## src/rtl/cs_pkg.sv

```systemverilog
// cs_pkg: shared constants and types for the CS computational system.
//   CS_DATA_W : width of one CS result word Y.
//   CS_WINDOW : length of the sample window feeding the CS result stream.
//   CS_SKIP   : warm-up results produced before the window is full.
//   cs_word_t : one CS result word.
package cs_pkg;

  localparam int CS_DATA_W = 10;
  localparam int CS_WINDOW = 9;
  localparam int CS_SKIP   = CS_WINDOW - 1;

  typedef logic [CS_DATA_W-1:0] cs_word_t;

endpackage

```

## src/rtl/cs_fifo_core.sv

```systemverilog
// cs_fifo_core: first-word-fall-through FIFO storage for cs_result_buffer.
// Ports:
//   clk, reset       : rising-edge clock, synchronous active-high reset.
//   wr_en / wr_data  : write request and word; ignored when full unless a
//                      read happens in the same cycle.
//   rd_en            : advance the head; ignored when empty.
//   rd_data          : word at the read pointer (the FIFO head).
//   count            : occupancy 0..DEPTH.
//   full / empty     : occupancy flags derived from count.
module cs_fifo_core
  import cs_pkg::*;
#(
  parameter int DATA_W = CS_DATA_W,
  parameter int DEPTH  = 8
) (
  input  logic                       clk,
  input  logic                       reset,
  input  logic                       wr_en,
  input  logic [DATA_W-1:0]          wr_data,
  input  logic                       rd_en,
  output logic [DATA_W-1:0]          rd_data,
  output logic [$clog2(DEPTH):0]     count,
  output logic                       full,
  output logic                       empty
);

  localparam int PTR_W = $clog2(DEPTH);
  localparam int CNT_W = PTR_W + 1;

  logic [DATA_W-1:0] mem [DEPTH];
  logic [PTR_W-1:0]  wptr;
  logic [PTR_W-1:0]  rptr;
  logic [CNT_W-1:0]  cnt;
  logic              wr_ok;
  logic              rd_ok;

  assign full  = (cnt == CNT_W'(DEPTH));
  assign empty = (cnt == '0);

  // A write into a full FIFO is legal only when the head is read in the
  // same cycle: wptr equals rptr then, so the slot being freed is reused.
  assign rd_ok = rd_en & ~empty;
  assign wr_ok = wr_en & (~full | rd_ok);

  // Storage is cleared on reset so the head reads 0 until the first write.
  always_ff @(posedge clk) begin
    if (reset) begin
      wptr <= '0;
      rptr <= '0;
      cnt  <= '0;
      for (int i = 0; i < DEPTH; i++) begin
        mem[i] <= '0;
      end
    end else begin
      if (wr_ok) begin
        mem[wptr] <= wr_data;
        wptr      <= wptr + 1'b1;
      end
      if (rd_ok) begin
        rptr <= rptr + 1'b1;
      end
      unique case ({wr_ok, rd_ok})
        2'b10:   cnt <= cnt + 1'b1;
        2'b01:   cnt <= cnt - 1'b1;
        default: cnt <= cnt;
      endcase
    end
  end

  assign rd_data = mem[rptr];
  assign count   = cnt;

endmodule

```

## src/rtl/cs_result_buffer.sv

```systemverilog
// cs_result_buffer: downstream stage of the CS computational system.
// Drops the warm-up results produced while the sample window fills, buffers
// valid results in a FWFT FIFO and hands them out with valid/ready.
// Ports:
//   clk, reset           : rising-edge clock, synchronous active-high reset.
//   in_valid / in_data   : incoming CS result Y.
//   out_valid / out_data : FIFO head; out_ready accepts it.
//   count                : FIFO occupancy 0..DEPTH.
//   warm                 : warm-up done, results are being stored.
//   overflow             : sticky, a result was dropped while full.
// Optional (macro CS_STATS_EN): stat_min / stat_max over all stored words.
module cs_result_buffer
  import cs_pkg::*;
#(
  parameter int DATA_W = CS_DATA_W,
  parameter int DEPTH  = 8,
  parameter int SKIP   = CS_SKIP
) (
  input  logic                   clk,
  input  logic                   reset,
  input  logic                   in_valid,
  input  logic [DATA_W-1:0]      in_data,
  output logic                   out_valid,
  input  logic                   out_ready,
  output logic [DATA_W-1:0]      out_data,
  output logic [$clog2(DEPTH):0] count,
  output logic                   warm,
`ifdef CS_STATS_EN
  output logic [DATA_W-1:0]      stat_min,
  output logic [DATA_W-1:0]      stat_max,
`endif
  output logic                   overflow
);

  localparam int SKIP_W = (SKIP < 1) ? 1 : $clog2(SKIP + 1);

  logic [SKIP_W-1:0] skip_cnt;
  logic              push;
  logic              pop;
  logic              full;
  logic              empty;
  logic              store;

  // The skip counter only counts while still warming up, so it saturates
  // at SKIP; with SKIP=0 it is already warm straight out of reset.
  always_ff @(posedge clk) begin
    if (reset) begin
      skip_cnt <= '0;
    end else if (in_valid && !warm) begin
      skip_cnt <= skip_cnt + 1'b1;
    end
  end

  assign warm  = (skip_cnt == SKIP_W'(SKIP));
  assign push  = in_valid & warm;
  assign pop   = out_valid & out_ready;
  assign store = push & (~full | pop);

  always_ff @(posedge clk) begin
    if (reset) begin
      overflow <= 1'b0;
    end else if (push && full && !pop) begin
      overflow <= 1'b1;
    end
  end

  cs_fifo_core #(
    .DATA_W (DATA_W),
    .DEPTH  (DEPTH)
  ) u_fifo (
    .clk     (clk),
    .reset   (reset),
    .wr_en   (push),
    .wr_data (in_data),
    .rd_en   (pop),
    .rd_data (out_data),
    .count   (count),
    .full    (full),
    .empty   (empty)
  );

  // count is a register, so out_valid carries no combinational input path.
  assign out_valid = ~empty;

`ifdef CS_STATS_EN
  // Only words actually stored count toward the statistics.
  always_ff @(posedge clk) begin
    if (reset) begin
      stat_min <= '1;
      stat_max <= '0;
    end else if (store) begin
      if (in_data < stat_min) stat_min <= in_data;
      if (in_data > stat_max) stat_max <= in_data;
    end
  end
`endif

endmodule
```

## config.mk

```make
export PLATFORM = sky130hd
export DESIGN_NAME = cs_result_buffer
export DESIGN_NICKNAME = d
export VERILOG_FILES = /design/src/rtl/cs_pkg.sv /design/src/rtl/cs_fifo_core.sv /design/src/rtl/cs_result_buffer.sv
export SDC_FILE = /design/constraint.sdc
export NUM_CORES = 1
export LEC_CHECK = 0
export CORE_MARGIN = 5
export CORE_UTILIZATION = 55
export DETAILED_ROUTE_END_ITERATION = 6
export PLACE_DENSITY_LB_ADDON = 0.12
export REMOVE_ABC_BUFFERS = 1
export SLEW_MARGIN = 20
export SYNTH_ARGS = -nofsm -noshare
export SYNTH_HDL_FRONTEND = slang
export SYNTH_SLANG_ARGS = --single-unit
```

## constraint.sdc

```tcl
create_clock -name clk -period 5.4 [get_ports clk]
set_input_delay 1.08 -clock clk [delete_from_list [all_inputs] [get_ports clk]]
set_output_delay 1.08 -clock clk [all_outputs]
set_load 0.02 [all_outputs]
```

# Word level (Yosys, flattened, before mapping)
# Memories as Yosys holds them, arrays and structs flattened. A register that Yosys moved wholly into a read port is not among the register bits.
# Cells that the tools add are included.
# op_classes
n_mux	11
n_bitwise	7
add_sub_neg	5
eq_ne	4
reduce_logical	8
# ops
op	n
10-bit 2-to-1 mux	1
10-bit OR reduction	1
3-bit 2-to-1 mux	3
4-bit by 1-bit adder with 4-bit output (second input constant)	2
4-bit equality test (second input constant)	2
4-bit one-hot mux with 2 select lines	1
3-bit by 1-bit adder with 3-bit output (second input constant)	2
1-bit 2-to-1 mux	6
1-bit bitwise AND	4
4-bit logical NOT	1
4-bit by 1-bit subtractor with 4-bit output (second input constant)	1
1-bit logical AND	3
2-bit by 1-bit equality test with 1-bit output (second input constant)	1
2-bit equality test (second input constant)	1
1-bit logical NOT	2
1-bit inverter	2
2-bit nonzero test	1
1-bit bitwise OR	1
# totals
mem_bits_rw	80
ff_bits	15
out_inout_bits	17
in_bits	14
wordCells	41
mem_count	1
# memory_table
memory	depth	width	read_ports	rd_clocked_by_memory_dff	write_ports	line_no	source
u_fifo.mem	8	10	1	1	8	cs_fifo_core.sv:30	logic [DATA_W-1:0] mem [DEPTH];

# Depth between registers and ports, before layout
# Gate-level depths: netlist of the first run.
# logic_depth
ltp_word	11
mapped_depth	10
depth_no_buf	9

# Modules after synthesis
# A second synthesis of the first run with hierarchy kept.
# unflattened
cells_unflattened	336
hier_area_um2	4496.8
# modules_own_cells
module	seq_area_each_um2	area_per_inst_um2	instances	cells_each
cs_fifo_core	2662.6	4230.3	1	307
cs_result_buffer	100.1	266.5	1	29

# Least setup slack after synthesis of the first run
# OpenSTA, ideal clock, no wires.
# synth_path
path_type	input-to-reg
from	input in_valid
to	register u_fifo.cnt[2], in the netlist u_fifo.count[2]
setup_time_ns	0.123
path_buffers	1
path_stages	8
path_slack_ns	2.845
t_required_ns	5.277
t_arrival_ns	2.432
path_cell_list	and4b_1 > buf_2 > nor2_1 > xor2_1 > ha_1 > nor2_1 > a32oi_1 > mux2_1
# synth_via
elab_chain_cells	4
elab_cells_between_ends	6
cone_classes	eq/ne (2); mux (1); bitwise (2); reduce/logical (1)
# synth_rtl
element	line_no	source
start: declaration	cs_result_buffer.sv:21	input logic in_valid,
1-bit bitwise AND (*)	cs_result_buffer.sv:55	assign push = in_valid & warm;
1-bit bitwise AND (*)	cs_fifo_core.sv:43	assign wr_ok = wr_en & (~full | rd_ok);
2-bit by 1-bit equality test with 1-bit output / 2-bit equality test (equally long branches)	cs_fifo_core.sv:62	unique case ({wr_ok, rd_ok})
4-bit one-hot mux with 2 select lines / 2-bit nonzero test (equally long branches)	--	
end signal: assignment	cs_fifo_core.sv:63	2'b10: cnt <= cnt + 1'b1;
end signal: assignment	cs_fifo_core.sv:64	2'b01: cnt <= cnt - 1'b1;
end signal: assignment	cs_fifo_core.sv:65	default: cnt <= cnt;
end: declaration	cs_fifo_core.sv:33	logic [CNT_W-1:0] cnt;
# Every way passes the cells marked *; elsewhere a longest branch is shown, timed or not.
# A chain may end at the register's enable or synchronous reset.

==> results of run 1 <==
==> final cells by class <==
type                       count  area, um2  share of cell area [%]
clock buffer                   9        124                    2.44
sequential                    98       2760                    54.4
inverter                       3       11.3                   0.222
timing repair buffer          35        338                    6.66
clock inverter                 7       58.8                    1.16
tap                          105        131                    2.59
multi-input combinational    198       1650                    32.5
==> layer usage <==
| layer | GRT usage, % | routed length, um | vias to the layer above |
|---|---|---|---|
| met2 | 30.7 | 4300 | 69 |
| met4 | 5.91 | 94 | 0 |
| met1 | 25.6 | 3900 | 1252 |
| met5 | 0 | 0 | - |
| li1 | - | - | 1193 |
| met3 | 2.84 | 368 | 8 |
==> sequential cells by signal, indices dropped and copies added, names as in the netlist, named ones only <==
name          flops
skip_cnt          4
overflow          1
u_fifo.rptr       3
u_fifo.wptr       3
u_fifo.count      4
u_fifo.mem       80
==> synth_stat cells (3+ instances only) <==
cell type,n,area [um2]
a21oi_1,4,20.0
and2_1,80,500
buf_2,3,15.0
clkbuf_1,13,48.8
dfxtp_1,18,360
edfxtp_1,80,2400
ha_1,5,62.6
inv_1,3,11.3
mux2_2,10,113
mux2i_1,3,30.0
mux4_2,20,450
nand2_1,6,22.5
nand2b_1,3,18.8
nor2_1,25,93.8
nor3_1,5,25.0
or2_2,9,56.3
xnor2_1,3,26.3
xor2_1,4,35.0
==> report_power, final <==
group / switching [W] / total [W] / internal [W]
registers: 0.00000900 / 0.000849 / 0.000840
clock network: 0.000270 / 0.000447 / 0.000177
logic: 0.0000381 / 0.0000687 / 0.0000306
total: 0.000317 / 0.00136 / 0.00105
==> worst max path at each step <==
| stage | endpoint | slack, ns | depth (start not counted) |
|---|---|---|---|
| 2_1_floorplan | out_data[0] | 2.39 | 2 |
| 3_5_place_dp | u_fifo.mem[4][2] | 1.69 | 5 |
| 6_report | out_data[6] | 1.67 | 3 |
| 3_3_place_gp | u_fifo.mem[4][3] | 1.75 | 5 |
| 5_1_grt | out_data[4] | 1.57 | 3 |
| 4_1_cts | out_data[6] | 1.62 | 3 |
==> tightest hold or removal path, stage by stage (launching register included) <==
cell,delay (ns)
dfxtp_1,0.35
a21oi_1,0.05
nor2_1,0.07
==> per-stage QoR <==
stage	worst slack [ns]	cells	power (W)	hold WS (ns)
finish	1.67	455	0.00136	0.495
global route	1.57	455	0.00141	0.530
CTS	1.62	455	0.00137	0.496
detailed placement	1.69	439	0.000937	0.468
global placement	1.75	439	0.000935	0.464
floorplan	2.39	299	0.000896	0.481
==> logic make-up after synthesis <==
group,Yosys count
adder cells (fa/ha/maj),5
AND/OR/NAND/NOR,138
flip-flops,98
AO/OA/AOI/OAI,13
buffers and inverters,21
multiplexers,35
XOR/XNOR,7
==> results_dict.tcl, run 1 <==
set metrics [dict create \
    crit_type "reg2out" \
    drive_above_1_share_pct 18.3 \
    synth_top_family_by_area "simple AND/OR/NAND/NOR gates" \
    worstHoldStart "overflow" \
    firstDrtPassIters 5 \
    syn_area_um2 4500 \
    cts_resized 0 \
    core_area_um2 8090 \
    critical-path-top-delay-family "flip-flops" \
    finClkSkew_ns 0.00820 \
    place.gp.congestion 0.769 \
    synth_edf_count 80 \
    regToRegEndpoint "u_fifo.mem[2][6]" \
    std_cell_rows 33 \
    syn_avg_cell_area_um2 14.2 \
    timing.fmax_mhz 268 \
    ios 31 \
    layout_common_cells "and2_1 (80), edfxtp_1 (80), clkdlybuf4s50_1 (30)" \
    min_period_ns 3.73 \
    grt_overflow 0 \
    vias 2522 \
    cts-hold-fix-buffers 0 \
    maxSlewHeadroom_pct 32.0 \
    viasPerCell 5.54 \
    holdPathEnd "overflow" \
    hp-class "reg2reg" \
    synth_warnings 0 \
    grt_pass1_wl_mm 13.9 \
    muxShareOfSynthArea_pct 13.7 \
    synth_cells 317 \
    drtIter0Drc 150 \
    place.detailed.hpwl_mm 5.76 \
    r2r_start "skip_cnt[0]" \
    numPortBuffers 30 \
    grt_pass1_vias 2543 \
    fp.dieArea_um2 10100 \
    grt_max_degree 34 \
    htreeDepth 3 \
    async_flop_share_pct 0 \
    synthFlopType "edfxtp_1" \
    crit_chain "mux4_2 > mux2_2 > clkdlybuf4s50_1" \
    finish.utilization_pct 62.7 \
    area_growth_pct 12.7 \
    postPlaceCellArea_um2 4890 \
    required_ns 4.32 \
    hold_viol 0 \
    synth_xor_area_share_pct 1.36 \
    slew_violations 0 \
    power-per-cell-area_nw_per_um2 269 \
    fin_crit_sh_pct 69.1 \
    die_h_um 100 \
    finalSetupViolCount 0 \
    wl_per_cell_um 19.0 \
    clkTransAtPathRegs_ns 0.10 \
    drcViolationCount 0 \
    tritoncts "done" \
    outcome "finished, final reports clean" \
    r2r_slack_ns 2.74 \
    root_buffer "clkbuf_8" \
    critPathLaunchType "flip-flop" \
    synth_cell_type_count 36 \
    cts_setup_buffers 0 \
    rsz0062_at_grt "false" \
    die_x_um 100 \
    crit_arrival_ns 2.65 \
    worstHoldPathCells 2 \
    reg2reg_depth 6 \
    cp-end-kind "primary output" \
    synth-compound-area-share_pct 2.61 \
    critPathSlowestCell "dfxtp_1" \
    drtAntennaViolNets 0 \
    clkLatencyLatePin_ns 0.35 \
    vdd_drop_max_v 0.000127 \
    numCtsBuffers 9 \
    ys_seq_area_share_pct 61.4 \
    start_util_pct 55.6 \
    yosys_register_bits 98 \
    antenna_found_initial 0 \
    worst-path-max-fanout 20 \
    synthSimpleGateAreaFrac_pct 17.6 \
    tns_ns 0 \
    cts.path.max_buffers 2 \
    worst-path-buf-inv 1 \
    wl_mm 8.66 \
    grt_usage_pct 18.6 \
    max_stage_delay_ns 1.00 \
    tightestPinTransition_ns 1.02 \
    clock_sinks 98 \
    n_fill_cell 645 \
    leakagePower_nw 1.82 \
    nets 364 \
    synth_fa_ha_area_share_pct 1.39 \
    final_area_um2 5070 \
    antenna_cells 0 \
    max-cap-violations 0 \
]
(Power assumes the default switching activity.)
==> inputs of run 2 (changes only) <==
--- a/config.mk
+++ b/config.mk
@@ -6,7 +6,7 @@
 export NUM_CORES = 1
 export LEC_CHECK = 0
 export CORE_MARGIN = 5
-export CORE_UTILIZATION = 55
+export CORE_UTILIZATION = 53
 export DETAILED_ROUTE_END_ITERATION = 6
 export PLACE_DENSITY_LB_ADDON = 0.12
 export REMOVE_ABC_BUFFERS = 1
==> constraint.sdc (replaced) <==
create_clock -name clk -period 3.4 [get_ports clk]
set_input_delay 0.68 -clock clk [delete_from_list [all_inputs] [get_ports clk]]
set_output_delay 0.68 -clock clk [all_outputs]
set_load 0.02 [all_outputs]
==> results_dict.tcl, run 2 (synthesized netlist as in run 1, its figures left out) <==
set metrics [dict create \
    clkLatencyLatePin_ns 0.36 \
    grt_pass1_wl_mm 14.3 \
    place.detailed.hpwl_mm 5.66 \
    die_x_um 102 \
    grt_usage_pct 18.8 \
    clkTransAtPathRegs_ns 0.09 \
    rsz0062_at_grt "false" \
    nets 370 \
    min_period_ns 3.12 \
    regArea_um2 2760 \
    grt_pass1_vias 2713 \
    grt_overflow 0 \
    hold_viol 0 \
    outcome "finished, final reports clean" \
    required_ns 2.72 \
    largest_register_ffs 80 \
    worst-path-buf-inv 2 \
    cp-end-kind "primary output" \
    core_area_um2 8260 \
    firstDrtPassIters 4 \
    r2r_slack_ns 1.13 \
    crit_chain "buf_4 > mux4_2 > mux2_2 > clkdlybuf4s50_1" \
    tns_ns 0 \
    multiInputGateArea_um2 1650 \
    critical-path-top-delay-family "buffers and inverters" \
    drtAntennaViolNets 0 \
    critPathSlowestCell "clkdlybuf4s50_1" \
    clock_sinks 98 \
    antenna_cells 0 \
    numPortBuffers 30 \
    regToRegEndpoint "u_fifo.count[2]" \
    root_buffer "clkbuf_8" \
    tritoncts "done" \
    area_growth_pct 14.5 \
    vias 2488 \
    drtIter0Drc 105 \
    drive_above_1_share_pct 19.4 \
    drcViolationCount 0 \
    cts-hold-fix-buffers 0 \
    fp.dieArea_um2 10400 \
    start_util_pct 54.5 \
    final_area_um2 5150 \
    die_h_um 102 \
    power-per-cell-area_nw_per_um2 443 \
    fin_crit_sh_pct 91.8 \
    grt_max_degree 27 \
    crit_type "reg2out" \
    timing.fmax_mhz 320 \
    holdPathEnd "overflow" \
    vdd_drop_max_v 0.000243 \
    top_register "u_fifo.mem" \
    finalSetupViolCount 0 \
    ios 31 \
    crit_arrival_ns 2.44 \
    n_fill_cell 628 \
    viasPerCell 5.40 \
    numCtsBuffers 9 \
    worstHoldPathCells 2 \
    worstHoldStart "overflow" \
    cts.path.max_buffers 2 \
    finClkSkew_ns 0.00834 \
    maxSlewHeadroom_pct 61.9 \
    critPathLaunchType "flip-flop" \
    htreeDepth 3 \
    std_cell_rows 33 \
    leakagePower_nw 1.86 \
    postPlaceCellArea_um2 4940 \
    tightestPinTransition_ns 0.570 \
    max_stage_delay_ns 0.57 \
    wl_mm 8.88 \
    cts_resized 0 \
    slew_violations 0 \
    wl_per_cell_um 19.3 \
    hp-class "reg2reg" \
    layout_common_cells "and2_1 (80), edfxtp_1 (80), clkdlybuf4s50_1 (30)" \
    r2r_start "skip_cnt[0]" \
    max-cap-violations 0 \
    cts_setup_buffers 0 \
    reg2reg_depth 9 \
    worst-path-max-fanout 20 \
    finish.utilization_pct 62.4 \
    antenna_found_initial 0 \
    place.gp.congestion 0.742 \
]
## run 2: area by class of cell
type | instances | share of cell area, %
sequential | 98 | 53.6
tap | 105 | 2.55
clock buffer | 10 | 2.48
inverter | 3 | 0.218
multi-input combinational | 198 | 32.0
clock inverter | 6 | 1.75
timing repair buffer | 41 | 7.43
## run 2: per-stage QoR
| step | instances | setup WS [ns] | power (W) | hold slack, ns |
|---|---|---|---|---|
| detailed placement | 445 | 0.590 | 0.00149 | 0.462 |
| floorplan | 299 | 0.791 | 0.00142 | 0.481 |
| global placement | 445 | 0.613 | 0.00148 | 0.451 |
| finish | 461 | 0.277 | 0.00228 | 0.480 |
| global route | 461 | 0.149 | 0.00235 | 0.533 |
| CTS | 461 | 0.234 | 0.00229 | 0.488 |
## run 2: worst register-to-register path, delay by kind of cell, from the launching register on
family          cells  cell delay, ns
mux                 1            0.34
xor+xnor            1            0.18
compound gates      1            0.19
fa+ha+maj           2            0.39
buf+inv             1            0.08
simple gates        3            0.61
flops               1            0.38
## run 2: routing by layer
metal,vias to the layer above,wire [um],global-route usage [%]
met1,1226,4000,24.8
met5,-,0,0
met3,13,312,3.14
met4,0,128,6.05
li1,1205,-,-
met2,44,4430,32.0
## run 2: power breakdown
group	switching (W)	internal (W)
Sequential	0.0000132	0.00133
Combinational	0.0000587	0.0000485
Clock	0.000409	0.000418
## run 2: worst max path at each step
stage	from	to	slack (ns)	cells after the start
floorplan	flip-flop	out_data[0]	0.79	2
global placement	in_valid	u_fifo.count[2]	0.61	7
detailed placement	in_valid	u_fifo.count[2]	0.59	7
CTS	flip-flop	out_data[5]	0.23	4
global route	flip-flop	out_data[0]	0.15	4
finish	flip-flop	out_data[0]	0.28	4
